[config.mk]
export PLATFORM = sky130hd
export DESIGN_NAME = craps_game_flat
export DESIGN_NICKNAME = d
export VERILOG_FILES = /design/src/rtl/craps_pkg.sv /design/src/rtl/craps_game_if.sv /design/src/rtl/craps_game_sync_rise_detect.sv /design/src/rtl/craps_game.sv /design/src/flat_wrapper.sv
export SDC_FILE = /design/constraint.sdc
export NUM_CORES = 1
export LEC_CHECK = 0
export BUFFER_PORTS_ARGS = -buffer_cell sky130_fd_sc_hd__buf_2
export CORE_ASPECT_RATIO = 1.25
export CORE_MARGIN = 1
export CORE_UTILIZATION = 50
export CTS_BUF_LIST = sky130_fd_sc_hd__clkbuf_4 sky130_fd_sc_hd__clkbuf_8
export CTS_CLUSTER_DIAMETER = 40
export CTS_CLUSTER_SIZE = 20
export DETAILED_ROUTE_END_ITERATION = 8
export HOLD_SLACK_MARGIN = 0.06
export PLACE_DENSITY = 0.75
export SLEW_MARGIN = 20
export SYNTH_ARGS = -nofsm -noshare
export SYNTH_HDL_FRONTEND = slang
export SYNTH_SLANG_ARGS = --single-unit
[constraint.sdc]
create_clock -name clk -period 5.1 [get_ports clk]
set_input_delay 1.02 -clock clk [delete_from_list [all_inputs] [get_ports clk]]
set_output_delay 1.02 -clock clk [all_outputs]
set_load 0.005 [all_outputs]
[src/rtl/craps_pkg.sv]
// Shared types and constants for the craps game controller.
package craps_pkg;

   typedef enum logic [1:0] {COMEOUT, POINT, WIN, LOSE} state_t;

   localparam int DIE_W = 3;
   localparam int SUM_W = 4;
   localparam int CNT_W = 8;

   localparam logic [SUM_W-1:0] SUM_SEVEN     = 4'd7;
   localparam logic [SUM_W-1:0] SUM_ELEVEN    = 4'd11;
   localparam logic [SUM_W-1:0] SUM_SNAKE     = 4'd2;
   localparam logic [SUM_W-1:0] SUM_ACE_DEUCE = 4'd3;
   localparam logic [SUM_W-1:0] SUM_BOXCARS   = 4'd12;

   // A die face is legal only in 1..6; the 3-bit encodings 0 and 7 are rejected.
   function automatic logic die_ok(input logic [DIE_W-1:0] d);
      return (d != '0) && (d != '1);
   endfunction

endpackage

[src/rtl/craps_game_if.sv]
// Roll/dice inputs and game status outputs of the craps controller.
interface craps_game_if;
   import craps_pkg::*;

   logic             roll;
   logic [DIE_W-1:0] dice1;
   logic [DIE_W-1:0] dice2;
   logic             new_game;
   logic [SUM_W-1:0] sum;
   logic [SUM_W-1:0] point;
   logic             win;
   logic             lose;
   logic             point_on;
   logic             roll_done;
   logic             roll_err;
   logic [CNT_W-1:0] roll_count;

   modport master (
      output roll, dice1, dice2, new_game,
      input  sum, point, win, lose, point_on, roll_done, roll_err, roll_count
   );

   modport slave (
      input  roll, dice1, dice2, new_game,
      output sum, point, win, lose, point_on, roll_done, roll_err, roll_count
   );

endinterface

[src/rtl/craps_game_sync_rise_detect.sv]
// Synchronizer chain plus rising-edge detect; all flops reset high so a
// level already high at reset release never looks like an edge.
module sync_rise_detect #(
   parameter int STAGES = 2
) (
   input  logic clk,
   input  logic rst,
   input  logic din,
   output logic rise
);

   // [STAGES-1] is the synchronized level, [STAGES] its one-cycle history.
   logic [STAGES:0] vld_pipe;

   always_ff @(posedge clk or posedge rst) begin
      if (rst) vld_pipe <= '1;
      else     vld_pipe <= {vld_pipe[STAGES-1:0], din};
   end

   assign rise = vld_pipe[STAGES-1] & ~vld_pipe[STAGES];

endmodule

[src/rtl/craps_game.sv]
// Craps rules controller: samples the dice on each roll event and tracks
// come-out / point / win / lose with registered status outputs.
module craps_game
   import craps_pkg::*;
#(
   parameter int SYNC_STAGES = 2
) (
   input  logic         clk,
   input  logic         rst,
   craps_game_if.slave  bus
);

   state_t           state, state_nx;
   logic [SUM_W-1:0] sum_q, sum_nx;
   logic [SUM_W-1:0] point_q, point_nx;
   logic [CNT_W-1:0] cnt_q, cnt_nx;
   logic             done_q, done_nx;
   logic             err_q, err_nx;
   logic             win_q, lose_q, pon_q;
   logic             roll_ev;
   logic             dice_ok;
   logic [SUM_W-1:0] roll_sum;

   sync_rise_detect #(.STAGES(SYNC_STAGES)) u_roll_sync (
      .clk  (clk),
      .rst  (rst),
      .din  (bus.roll),
      .rise (roll_ev)
   );

   assign dice_ok  = die_ok(bus.dice1) && die_ok(bus.dice2);
   assign roll_sum = {1'b0, bus.dice1} + {1'b0, bus.dice2};

   always_comb begin
      state_nx = state;
      sum_nx   = sum_q;
      point_nx = point_q;
      cnt_nx   = cnt_q;
      done_nx  = 1'b0;
      err_nx   = 1'b0;
      // new_game wins over any roll event landing in the same cycle
      if (bus.new_game) begin
         state_nx = COMEOUT;
         sum_nx   = '0;
         point_nx = '0;
         cnt_nx   = '0;
      end else if (roll_ev && (state == COMEOUT || state == POINT)) begin
         if (!dice_ok) begin
            err_nx = 1'b1;
         end else begin
            done_nx = 1'b1;
            sum_nx  = roll_sum;
            if (cnt_q != '1) cnt_nx = cnt_q + 1'b1;
            unique case (state)
               COMEOUT: begin
                  if (roll_sum == SUM_SEVEN || roll_sum == SUM_ELEVEN)
                     state_nx = WIN;
                  else if (roll_sum == SUM_SNAKE || roll_sum == SUM_ACE_DEUCE ||
                           roll_sum == SUM_BOXCARS)
                     state_nx = LOSE;
                  else begin
                     state_nx = POINT;
                     point_nx = roll_sum;
                  end
               end
               POINT: begin
                  if (roll_sum == point_q)        state_nx = WIN;
                  else if (roll_sum == SUM_SEVEN) state_nx = LOSE;
               end
               default: ;
            endcase
         end
      end
   end

   // Status levels are registered from the next state so outputs carry no
   // decode logic after the flops.
   always_ff @(posedge clk or posedge rst) begin
      if (rst) begin
         state   <= COMEOUT;
         sum_q   <= '0;
         point_q <= '0;
         cnt_q   <= '0;
         done_q  <= 1'b0;
         err_q   <= 1'b0;
         win_q   <= 1'b0;
         lose_q  <= 1'b0;
         pon_q   <= 1'b0;
      end else begin
         state   <= state_nx;
         sum_q   <= sum_nx;
         point_q <= point_nx;
         cnt_q   <= cnt_nx;
         done_q  <= done_nx;
         err_q   <= err_nx;
         win_q   <= (state_nx == WIN);
         lose_q  <= (state_nx == LOSE);
         pon_q   <= (state_nx == POINT);
      end
   end

   assign bus.sum        = sum_q;
   assign bus.point      = point_q;
   assign bus.win        = win_q;
   assign bus.lose       = lose_q;
   assign bus.point_on   = pon_q;
   assign bus.roll_done  = done_q;
   assign bus.roll_err   = err_q;
   assign bus.roll_count = cnt_q;

endmodule
[src/flat_wrapper.sv]
// flat-port wrapper written by rule: the top's interface ports become plain ports
module craps_game_flat import craps_pkg::*;
#(
   parameter int SYNC_STAGES = 2
)
  (clk, rst, bus_roll, bus_dice1, bus_dice2, bus_new_game, bus_sum, bus_point, bus_win, bus_lose, bus_point_on, bus_roll_done, bus_roll_err, bus_roll_count);
  craps_game_if bus_i ();
  input  logic clk;
  input  logic rst;
  input wire logic [$bits(bus_i.roll)-1:0] bus_roll;
  input wire logic [$bits(bus_i.dice1)-1:0] bus_dice1;
  input wire logic [$bits(bus_i.dice2)-1:0] bus_dice2;
  input wire logic [$bits(bus_i.new_game)-1:0] bus_new_game;
  output wire logic [$bits(bus_i.sum)-1:0] bus_sum;
  output wire logic [$bits(bus_i.point)-1:0] bus_point;
  output wire logic [$bits(bus_i.win)-1:0] bus_win;
  output wire logic [$bits(bus_i.lose)-1:0] bus_lose;
  output wire logic [$bits(bus_i.point_on)-1:0] bus_point_on;
  output wire logic [$bits(bus_i.roll_done)-1:0] bus_roll_done;
  output wire logic [$bits(bus_i.roll_err)-1:0] bus_roll_err;
  output wire logic [$bits(bus_i.roll_count)-1:0] bus_roll_count;
  assign bus_i.roll = bus_roll;
  assign bus_i.dice1 = bus_dice1;
  assign bus_i.dice2 = bus_dice2;
  assign bus_i.new_game = bus_new_game;
  assign bus_sum = bus_i.sum;
  assign bus_point = bus_i.point;
  assign bus_win = bus_i.win;
  assign bus_lose = bus_i.lose;
  assign bus_point_on = bus_i.point_on;
  assign bus_roll_done = bus_i.roll_done;
  assign bus_roll_err = bus_i.roll_err;
  assign bus_roll_count = bus_i.roll_count;
  craps_game #(.SYNC_STAGES(SYNC_STAGES)) u_core (.clk(clk), .rst(rst), .bus(bus_i));
endmodule
==> impl_metrics.toml, run 1 <==
[worst_setup_path]
worst-endpoint-required_ps = 5310
rr_worst_depth = 6
critPathMaxFanout = 7
r2r-start = "u_core.u_roll_sync.vld_pipe[1]"
setup.worst_path.class = "in2reg"
worst_setup_path_start_kind = "primary input"
rrSetupSlack_ps = 2850
endpoint_kind = "register"
reg2reg_to = "u_core.bus.win"
critPathArrivalTime_ps = 3280

[min_path]
min_to = "u_core.u_roll_sync.vld_pipe[1]"
holdPathStages = 0
hold_start = "u_core.u_roll_sync.vld_pipe[0]"
hp-class = "reg2reg"

[placement]
portBuffers = 30
globalplace.congestion = 0.8672
place_hpwl_mm = 1.920
pre_cts_slack_ps = 1699

[layout]
diodes = 0
final_layout_size_suffix_gt1_share_pct = 27.04
nets = 175
multi_input_area_um2 = 656.9
register_area_um2 = 654.4
nFillCells = 226
synthToLayoutAreaGrowth_pct = 14.37

[timing]
finalCritPeriodShare_pct = 60.26
clock_skew_ps = 5.952
rsz0062_at_grt = "no"
clock.fmax_ghz = 0.3254
fin_ws_ps = 2027
hold_violations = 0
drv_slew = 0
setup_tns_ps = 0
layout_min_cycle_time_ps = 3073
slew_headroom_pct = 37.47
final-setup-viol-count = 0
tightestPinTransition_ps = 936.9

[route]
wirelength_mm = 2.579
drcViolationCount = 0
first_pass_iters = 4
viasPerCell = 5.385
routedWlPerCell_um = 13.43
via_count = 1034
postRouteAntennaNets = 0
initialDrtViolationCount = 39

[run_status]
status = "completed"

[synthesis]
ys_seq_elements = 26
syn-num-nets = 145
yosysUniqueCellTypes = 35
synth_area_per_cell_um2 = 10.38
seq_area_frac_synth_pct = 48.47
synth_area_um2 = 1350
ys_warn_count = 0
synthCells = 130

[clock_tree]
clock-sinks = 26
cts_buffer_depth = 2
clk_pin_slew_ps = 130
ctsResizeCount = 0
clk_latency_ps = 320
cts_tree = "done"
numCtsBuffers = 3
cts_hold_buffers = 0
root_buffer = "clkbuf_4"
post-cts-setup-buffers = 0
cts_max_level = 1

[floorplanning]
die-area_um2 = 2913
die_h_um = 60.10
initial_core_util_pct = 53.95
pin_count = 31
core_area_um2 = 2502
num_rows = 20
die_w_um = 48.48

[power_and_ir_drop]
pwr-share-comb_pct = 20.9
pwr-share-clk_pct = 23.6
p_sw_share_pct = 28.39
power_density_nw_per_um2 = 257.9
p_int_mw = 0.2852
ir_drop_uv = 136.5
p_leak_nw = 0.7496
seqPwrFrac_pct = 55.6
p_sw_mw = 0.1131

[grt]
antenna_found_initial = 0
grt_pass1_vias = 973
grt_max_degree = 27
grt.total_usage_pct = 20.26
grt_pass1_wl_mm = 4.436
overflow = 0

[job]
drv_cap = 0
## critical path, stage by stage
cell and delay [ps]:
buf_2 110, ha_1 220, fa_1 400, xor2_2 340, nand2_1 130, a21o_1 240
a2111oi_4 520, mux2i_1 240, nor2_1 60
## power groups by stage
stage	Sequential [mW]	Combinational (mW)	Clock (mW)
finish	0.221	0.0831	0.0938
global placement	0.225	0.0809	0
CTS	0.221	0.0835	0.0958
detailed placement	0.225	0.0828	0
global route	0.223	0.0929	0.104
floorplan	0.225	0.0619	0
## sequential cells by signal, indices dropped and copies added (netlist names)
register and cells:
u_core.bus.win 1, u_core.bus.roll_count 8, u_core.bus.point 4, u_core.bus.roll_done 1, u_core.bus.lose 1, u_core.bus.roll_err 1
u_core.bus.sum 4, u_core.bus.point_on 1, u_core.state 2, u_core.u_roll_sync.vld_pipe 3
## synthesized netlist by cell type
cell        n  area [um2]
or3_1       1       6.260
xnor2_1     7       61.31
buf_6       1       11.26
fa_1        1       20.02
and4_1      2       17.52
nand4_1     3       18.77
nand2_1     7       26.28
a21oi_1     5       25.02
or2_2       1       6.260
nor3_1      8       40.04
and3_1      2       12.51
a21o_1      2       15.01
nand3_1     3       15.01
a211oi_1    2       15.01
clkbuf_1    3       11.26
a41oi_2     1       16.27
nor3b_1     3       22.52
mux2i_1     5       50.05
nand3_2     1       10.01
a32oi_1     1       8.760
ha_1        4       50.05
nor2_1     25       93.84
buf_2       1       5.000
and2b_1     1       7.510
a2111oi_4   1       27.53
inv_1       3       11.26
a311oi_1    1       8.760
xor2_1      4       35.03
and2_1      1       6.260
nor2b_1     1       6.260
dfrtp_1    23       575.6
xor2_2      1       16.27
dfstp_2     3       78.83
o221ai_1    1       8.760
a211o_2     1       10.01
## layer usage
layer	share of wire, %	vias up	GRT usage, %
met1	44	496	24.72
li1	-	510	-
met3	3.8	5	2.290
met4	1.8	0	11.34
met5	0	-	0
met2	50	23	35.41
## area by class of cell
| cell class | instances | area share (%) |
|---|---|---|
| Multi-Input combinational cell | 96 | 42.54 |
| Tap cell | 33 | 2.674 |
| Inverter | 3 | 0.7293 |
| Timing Repair Buffer | 30 | 9.724 |
| Clock buffer | 4 | 1.945 |
| Sequential cell | 26 | 42.38 |
## through the flow
stage	util [%]	hold slack (ps)	cell area, um2	power, mW	cells
finish	61.70	365.2	1544	0.3982	192
global route	61.70	372.5	1544	0.4195	192
CTS	61.70	365.1	1544	0.4008	192
detailed placement	60.50	346.8	1514	0.3081	188
global placement	60.50	345.5	1514	0.3058	188
floorplan	-	345.2	1350	0.2871	130
## how the worst max path moves through the flow
stage	endpoint	depth (start not counted)	slack [ps]	from
after floorplan	u_core.bus.point[0]	8	2000	bus_dice2[0]
after global placement	u_core.bus.point[1]	9	1780	bus_dice2[0]
after detailed placement	u_core.bus.point[0]	9	1700	bus_dice2[0]
after CTS	u_core.bus.point[0]	9	2040	bus_dice2[0]
after global routing	u_core.bus.point[0]	9	1850	bus_dice2[0]
final	u_core.bus.point[0]	9	2030	bus_dice2[0]
## cells in the final DEF (no fill, tap or decap), drive strengths merged, types with 5 or more instances in the layout
| master | synthesis | routed |
|---|---|---|
| nor2 | 25 | 25 |
| xnor2 | 7 | 7 |
| a21oi | 5 | 5 |
| dfrtp | 23 | 23 |
| nor3 | 8 | 8 |
| xor2 | 5 | 5 |
| nand2 | 7 | 7 |
| buf | 2 | 30 |
| mux2i | 5 | 5 |
## cells by family (layout without fill, tap and decap cells)
family	after synthesis	in the layout	synth area share, %
fa+ha+maj	5	5	5.190
flops	26	26	48.47
mux	5	5	3.707
xor+xnor	12	12	8.341
buf+inv	8	37	2.872
simple gates	59	59	21.41
compound gates	15	15	10.01
No activity file was read; power rests on OpenSTA's default activity.
==> run 2, diff against run 1 <==
- PLACE_DENSITY: 0.75 -> 0.78
- clock period: 5.1 -> 2.5 ns (I/O delays scaled with it)
==> run 2 against run 1 <==
Clock skew is 5.4 ps higher. Clock-buffer cell count unchanged. First-iteration DRC count fell by 74%. Core utilization rose by 3.2 points. Routed wire length increased by 9.7%. Worst hold slack got worse by 160 ps. Power is 110% higher. Highest routed layer unchanged.
==> impl_metrics.toml, run 2 (synthesized netlist as in run 1, its figures left out) <==
[run_status]
status = "completed"

[power_and_ir_drop]
p_sw_mw = 0.2369
ir_drop_uv = 318.8
pwr-share-clk_pct = 22.6
pwr-share-comb_pct = 23.4
p_int_mw = 0.6005
p_leak_nw = 0.7939
p_sw_share_pct = 28.29
seqPwrFrac_pct = 54.0
power_density_nw_per_um2 = 515.2
fin_total_pwr_mw = 0.8374

[grt]
overflow = 0
grt.total_usage_pct = 21.32
grt_pass1_wl_mm = 4.719
antenna_found_initial = 0
grt_max_degree = 27
grt_pass1_vias = 1026

[layout]
largest_register_ffs = 8
synthToLayoutAreaGrowth_pct = 20.39
nets = 184
final_cell_mix = "30 x buf_2, 25 x nor2_1, 23 x dfrtp_1"
design_area_um2 = 1625
final_common_cell = "buf_2"
final_layout_size_suffix_gt1_share_pct = 31.55
multi_input_area_um2 = 670.6
nFillCells = 224
register_area_um2 = 654.4
fin_util_pct = 64.95
diodes = 0

[worst_setup_path]
critPathMaxFanout = 5
cp_slowest_cell = "fa_2"
endpoint_kind = "register"
worst-endpoint-required_ps = 2720
path_cells = "buf_2 -> ha_1 -> fa_2 -> xor2_4 -> nand2_1 -> a21o_1 -> a211o_2 -> a41oi_2 -> nor3b_1"
worst_setup_path_start_kind = "primary input"
setup.worst_path.class = "in2reg"
critPathArrivalTime_ps = 2630
slowest_delay_ps = 400

[clock_tree]
clock-sinks = 26
clk_latency_ps = 310
cts_buffer_depth = 2
post-cts-setup-buffers = 0
cts_max_level = 1
ctsResizeCount = 0
numCtsBuffers = 3
cts_tree = "done"
cts_hold_buffers = 0
clk_pin_slew_ps = 140
root_buffer = "clkbuf_4"

[placement]
globalplace.congestion = 0.8654
portBuffers = 30
pre_cts_slack_ps = -209.5
place_hpwl_mm = 2.089
placed_area_um2 = 1595

[floorplanning]
die-area_um2 = 2913
initial_core_util_pct = 53.95
num_rows = 20
die_w_um = 48.48
pin_count = 31
core_area_um2 = 2502
die_h_um = 60.10

[timing]
finalCritPeriodShare_pct = 96.28
clock.fmax_ghz = 0.4155
slew_headroom_pct = 73.32
fin_ws_ps = 93.08
tightestPinTransition_ps = 400.2
setup_tns_ps = 0
rsz0062_at_grt = "no"
clock_skew_ps = 11.36
layout_min_cycle_time_ps = 2407
hold_violations = 0
final-setup-viol-count = 0
drv_slew = 0

[route]
wirelength_mm = 2.829
drcViolationCount = 0
via_count = 1059
postRouteAntennaNets = 0
routedWlPerCell_um = 14.07
viasPerCell = 5.269
initialDrtViolationCount = 10
first_pass_iters = 5

[min_path]
hp-class = "in2async"

[job]
drv_cap = 0
run 2: cell types whose count changed in the layout (fill, tap and decap cells not counted):
| cell | delta |
|---|---|
| buf_4 | +9 |
| fa_1 | -1 |
| fa_2 | +1 |
| xor2_2 | -1 |
| xor2_4 | +1 |
run 2: path summary, 6_finish.rpt:
check,startpoint,to,slack (ps),depth (start not counted)
max,bus_dice2[0],u_core.bus.point_on,90,9
max in group asynchronous,rst,u_core.u_roll_sync.vld_pipe[2],1980,3
min,rst,u_core.bus.sum[1],210,3
min reg2reg,u_core.u_roll_sync.vld_pipe[0],u_core.u_roll_sync.vld_pipe[1],360,0
max reg2reg,u_core.u_roll_sync.vld_pipe[1],u_core.bus.point_on,420,7
min in group clk,bus_roll,u_core.u_roll_sync.vld_pipe[0],280,1
run 2: per-layer routing:
| metal | up-vias | wire length [um] | global-route usage [%] |
|---|---|---|---|
| met5 | - | 0 | 0 |
| met4 | 0 | 24 | 9.244 |
| met3 | 2 | 100 | 1.781 |
| met2 | 27 | 1487 | 38.43 |
| met1 | 504 | 1217 | 26.49 |
| li1 | 526 | - | - |
run 2: through the flow:
step / instances / hold slack (ps)
3_5_place_dp: 197 / 347.5
5_1_grt: 201 / 223.6
4_1_cts: 201 / 210.8
3_3_place_gp: 197 / 345.7
2_1_floorplan: 130 / 345.2
6_report: 201 / 207.6
run 2: final cells by class:
cell class | instances | area share [%]
Inverter | 3 | 0.6928
Tap cell | 33 | 2.540
Clock buffer | 4 | 1.848
Timing Repair Buffer | 39 | 13.39
Multi-Input combinational cell | 96 | 41.26
Sequential cell | 26 | 40.26
run 2: critical path: cells and delay by family:
family / cells / cell delay, ps
compound gates: 3 / 810
fa+ha+maj: 2 / 620
simple gates: 2 / 340
xor+xnor: 1 / 250
buf+inv: 1 / 110
run 2: power groups by stage:
stage	Combinational, mW	Clock, mW	Sequential, mW
2_1_floorplan	0.131	0	0.459
5_1_grt	0.218	0.209	0.455
4_1_cts	0.198	0.194	0.452
6_report	0.196	0.190	0.452
3_5_place_dp	0.197	0	0.460
3_3_place_gp	0.189	0	0.459
==> run 3, diff against run 2 <==
- CORE_UTILIZATION: 50 -> 45
- PLACE_DENSITY: 0.78 -> 0.71
==> run 3 against run 2 <==
Global-route usage fell by 2.6 points. Power rose by 2.3%. Core utilization fell by 5.5 points. Final cell count up 1.0%. Non-clock buffer count up 1. Design area up 0.92%. Maximum frequency increased by 3.6%. Sequential power barely moved.
==> impl_metrics.toml, run 3 (synthesized netlist as in run 1, its figures left out) <==
[layout]
nets = 185
nFillCells = 262
final_cell_mix = "30 x buf_2, 25 x nor2_1, 23 x dfrtp_1"
design_area_um2 = 1640
stdcell_count = 203
largest_register_ffs = 8
diodes = 0
synthToLayoutAreaGrowth_pct = 21.50
final_common_cell = "buf_2"
final_layout_size_suffix_gt1_share_pct = 31.95

[floorplanning]
initial_core_util_pct = 48.93
die_w_um = 50.99
die_h_um = 63.24
core_area_um2 = 2759
num_rows = 21
die-area_um2 = 3225
pin_count = 31

[timing]
hold_violations = 0
clock_skew_ps = 1.807
layout_min_cycle_time_ps = 2322
final-setup-viol-count = 0
rsz0062_at_grt = "no"
tightestPinTransition_ps = 869.4
drv_slew = 0
clock.fmax_ghz = 0.4306
setup_tns_ps = 0
slew_headroom_pct = 41.98
finalCritPeriodShare_pct = 92.89

[clock_tree]
ctsResizeCount = 0
clk_latency_ps = 310
numCtsBuffers = 3
cts_buffer_depth = 2
cts_tree = "done"
cts_max_level = 1
cts_hold_buffers = 0
post-cts-setup-buffers = 0
clock-sinks = 26
clk_pin_slew_ps = 130
root_buffer = "clkbuf_4"

[route]
viasPerCell = 5.409
first_pass_iters = 4
via_count = 1098
wirelength_mm = 2.712
routedWlPerCell_um = 13.36
drcViolationCount = 0
postRouteAntennaNets = 0
initialDrtViolationCount = 24

[worst_setup_path]
worst-endpoint-required_ps = 2740
critical_path.top_delay_family = "compound AO/OA/AOI/OAI gates"
rrSetupSlack_ps = 470
path_cells = "buf_2 -> ha_1 -> fa_2 -> xor2_4 -> nand2_1 -> a21o_1 -> a211o_2 -> a41oi_2 -> nor3b_1"
setup.worst_path.class = "in2reg"
slowest_delay_ps = 390
worst_setup_path_start_kind = "primary input"
endpoint_kind = "register"
cp_slowest_cell = "fa_2"
critPathArrivalTime_ps = 2560
critPathMaxFanout = 5
cp_num_buf_inv = 1

[grt]
grt.total_usage_pct = 18.74
grt_pass1_wl_mm = 4.616
grt_pass1_vias = 1060
overflow = 0
grt_max_degree = 25
antenna_found_initial = 0

[power_and_ir_drop]
p_leak_nw = 0.8012
power_density_nw_per_um2 = 522.0
ir_drop_uv = 383.5

[placement]
globalplace.congestion = 0.7624
place_hpwl_mm = 2.022
portBuffers = 30
dpl.cell_count = 199
placed_area_um2 = 1604

[min_path]
hp-class = "in2reg"

[run_status]
status = "completed"

[job]
drv_cap = 0
## run 3: cell types whose count changed in the layout (fill, tap and decap cells not counted), sizes merged
cell  delta
buf      +1
## run 3: layout make-up
class                      count  area, um2  share of cell area [%]
sequential                    26      654.4                   39.89
tap                           34      42.54                   2.593
inverter                       3      11.26                  0.6865
multi-input combinational     96      670.6                   40.88
timing repair buffer          40      225.2                   13.73
clock buffer                   4      36.28                   2.212
## run 3: worst paths after layout
path / startpoint / cells past startpoint / to
worst min-delay path: bus_roll / 1 / u_core.u_roll_sync.vld_pipe[0]
worst max-delay path: bus_dice2[0] / 9 / u_core.bus.point_on
worst max register to register: u_core.u_roll_sync.vld_pipe[1] / 7 / u_core.bus.point_on
min in group asynchronous: rst / 2 / u_core.bus.roll_count[3]
max in group asynchronous: rst / 3 / u_core.u_roll_sync.vld_pipe[1]
worst min register to register: u_core.u_roll_sync.vld_pipe[0] / 0 / u_core.u_roll_sync.vld_pipe[1]
## run 3: metrics by stage
| stage | hold WS (ps) | worst slack, ps | util [%] | power [mW] |
|---|---|---|---|---|
| 5_1_grt | 242.1 | 47.90 | 59.46 | 0.8998 |
| 4_1_cts | 254.6 | 177.2 | 59.46 | 0.8619 |
| 3_5_place_dp | 349.0 | -161.8 | 58.14 | 0.6565 |
| 3_3_place_gp | 347.0 | -86.96 | 58.14 | 0.6510 |
| 6_report | 261.3 | 177.8 | 59.46 | 0.8563 |
| 2_1_floorplan | 345.2 | 29.30 | - | 0.5901 |
## run 3: per-layer routing
layer  vias to the layer above  part of all wire, %  track usage [%]
met5                         -                    0                0
met4                         0                  1.6            7.292
met3                         4                  4.0            1.449
met2                        30                   50            31.91
met1                       535                   45            24.18
li1                        529                    -                -
## run 3: power by group
| part | total [mW] | switching (mW) | internal, mW | leakage (nW) |
|---|---|---|---|---|
| Combinational | 0.196 | 0.107 | 0.0891 | 0.431 |
| Clock | 0.209 | 0.120 | 0.0890 | 0.0210 |
| Sequential | 0.452 | 0.0125 | 0.439 | 0.349 |
| Total | 0.856 | 0.239 | 0.617 | 0.801 |
## run 3: worst reg2reg max path: stages, from the launching register on
cell	delay, ps
dfstp_2	550
nor2b_1	200
and2b_1	230
nand3_2	140
or3_1	400
a21oi_1	200
buf_4	150
nor3b_1	40
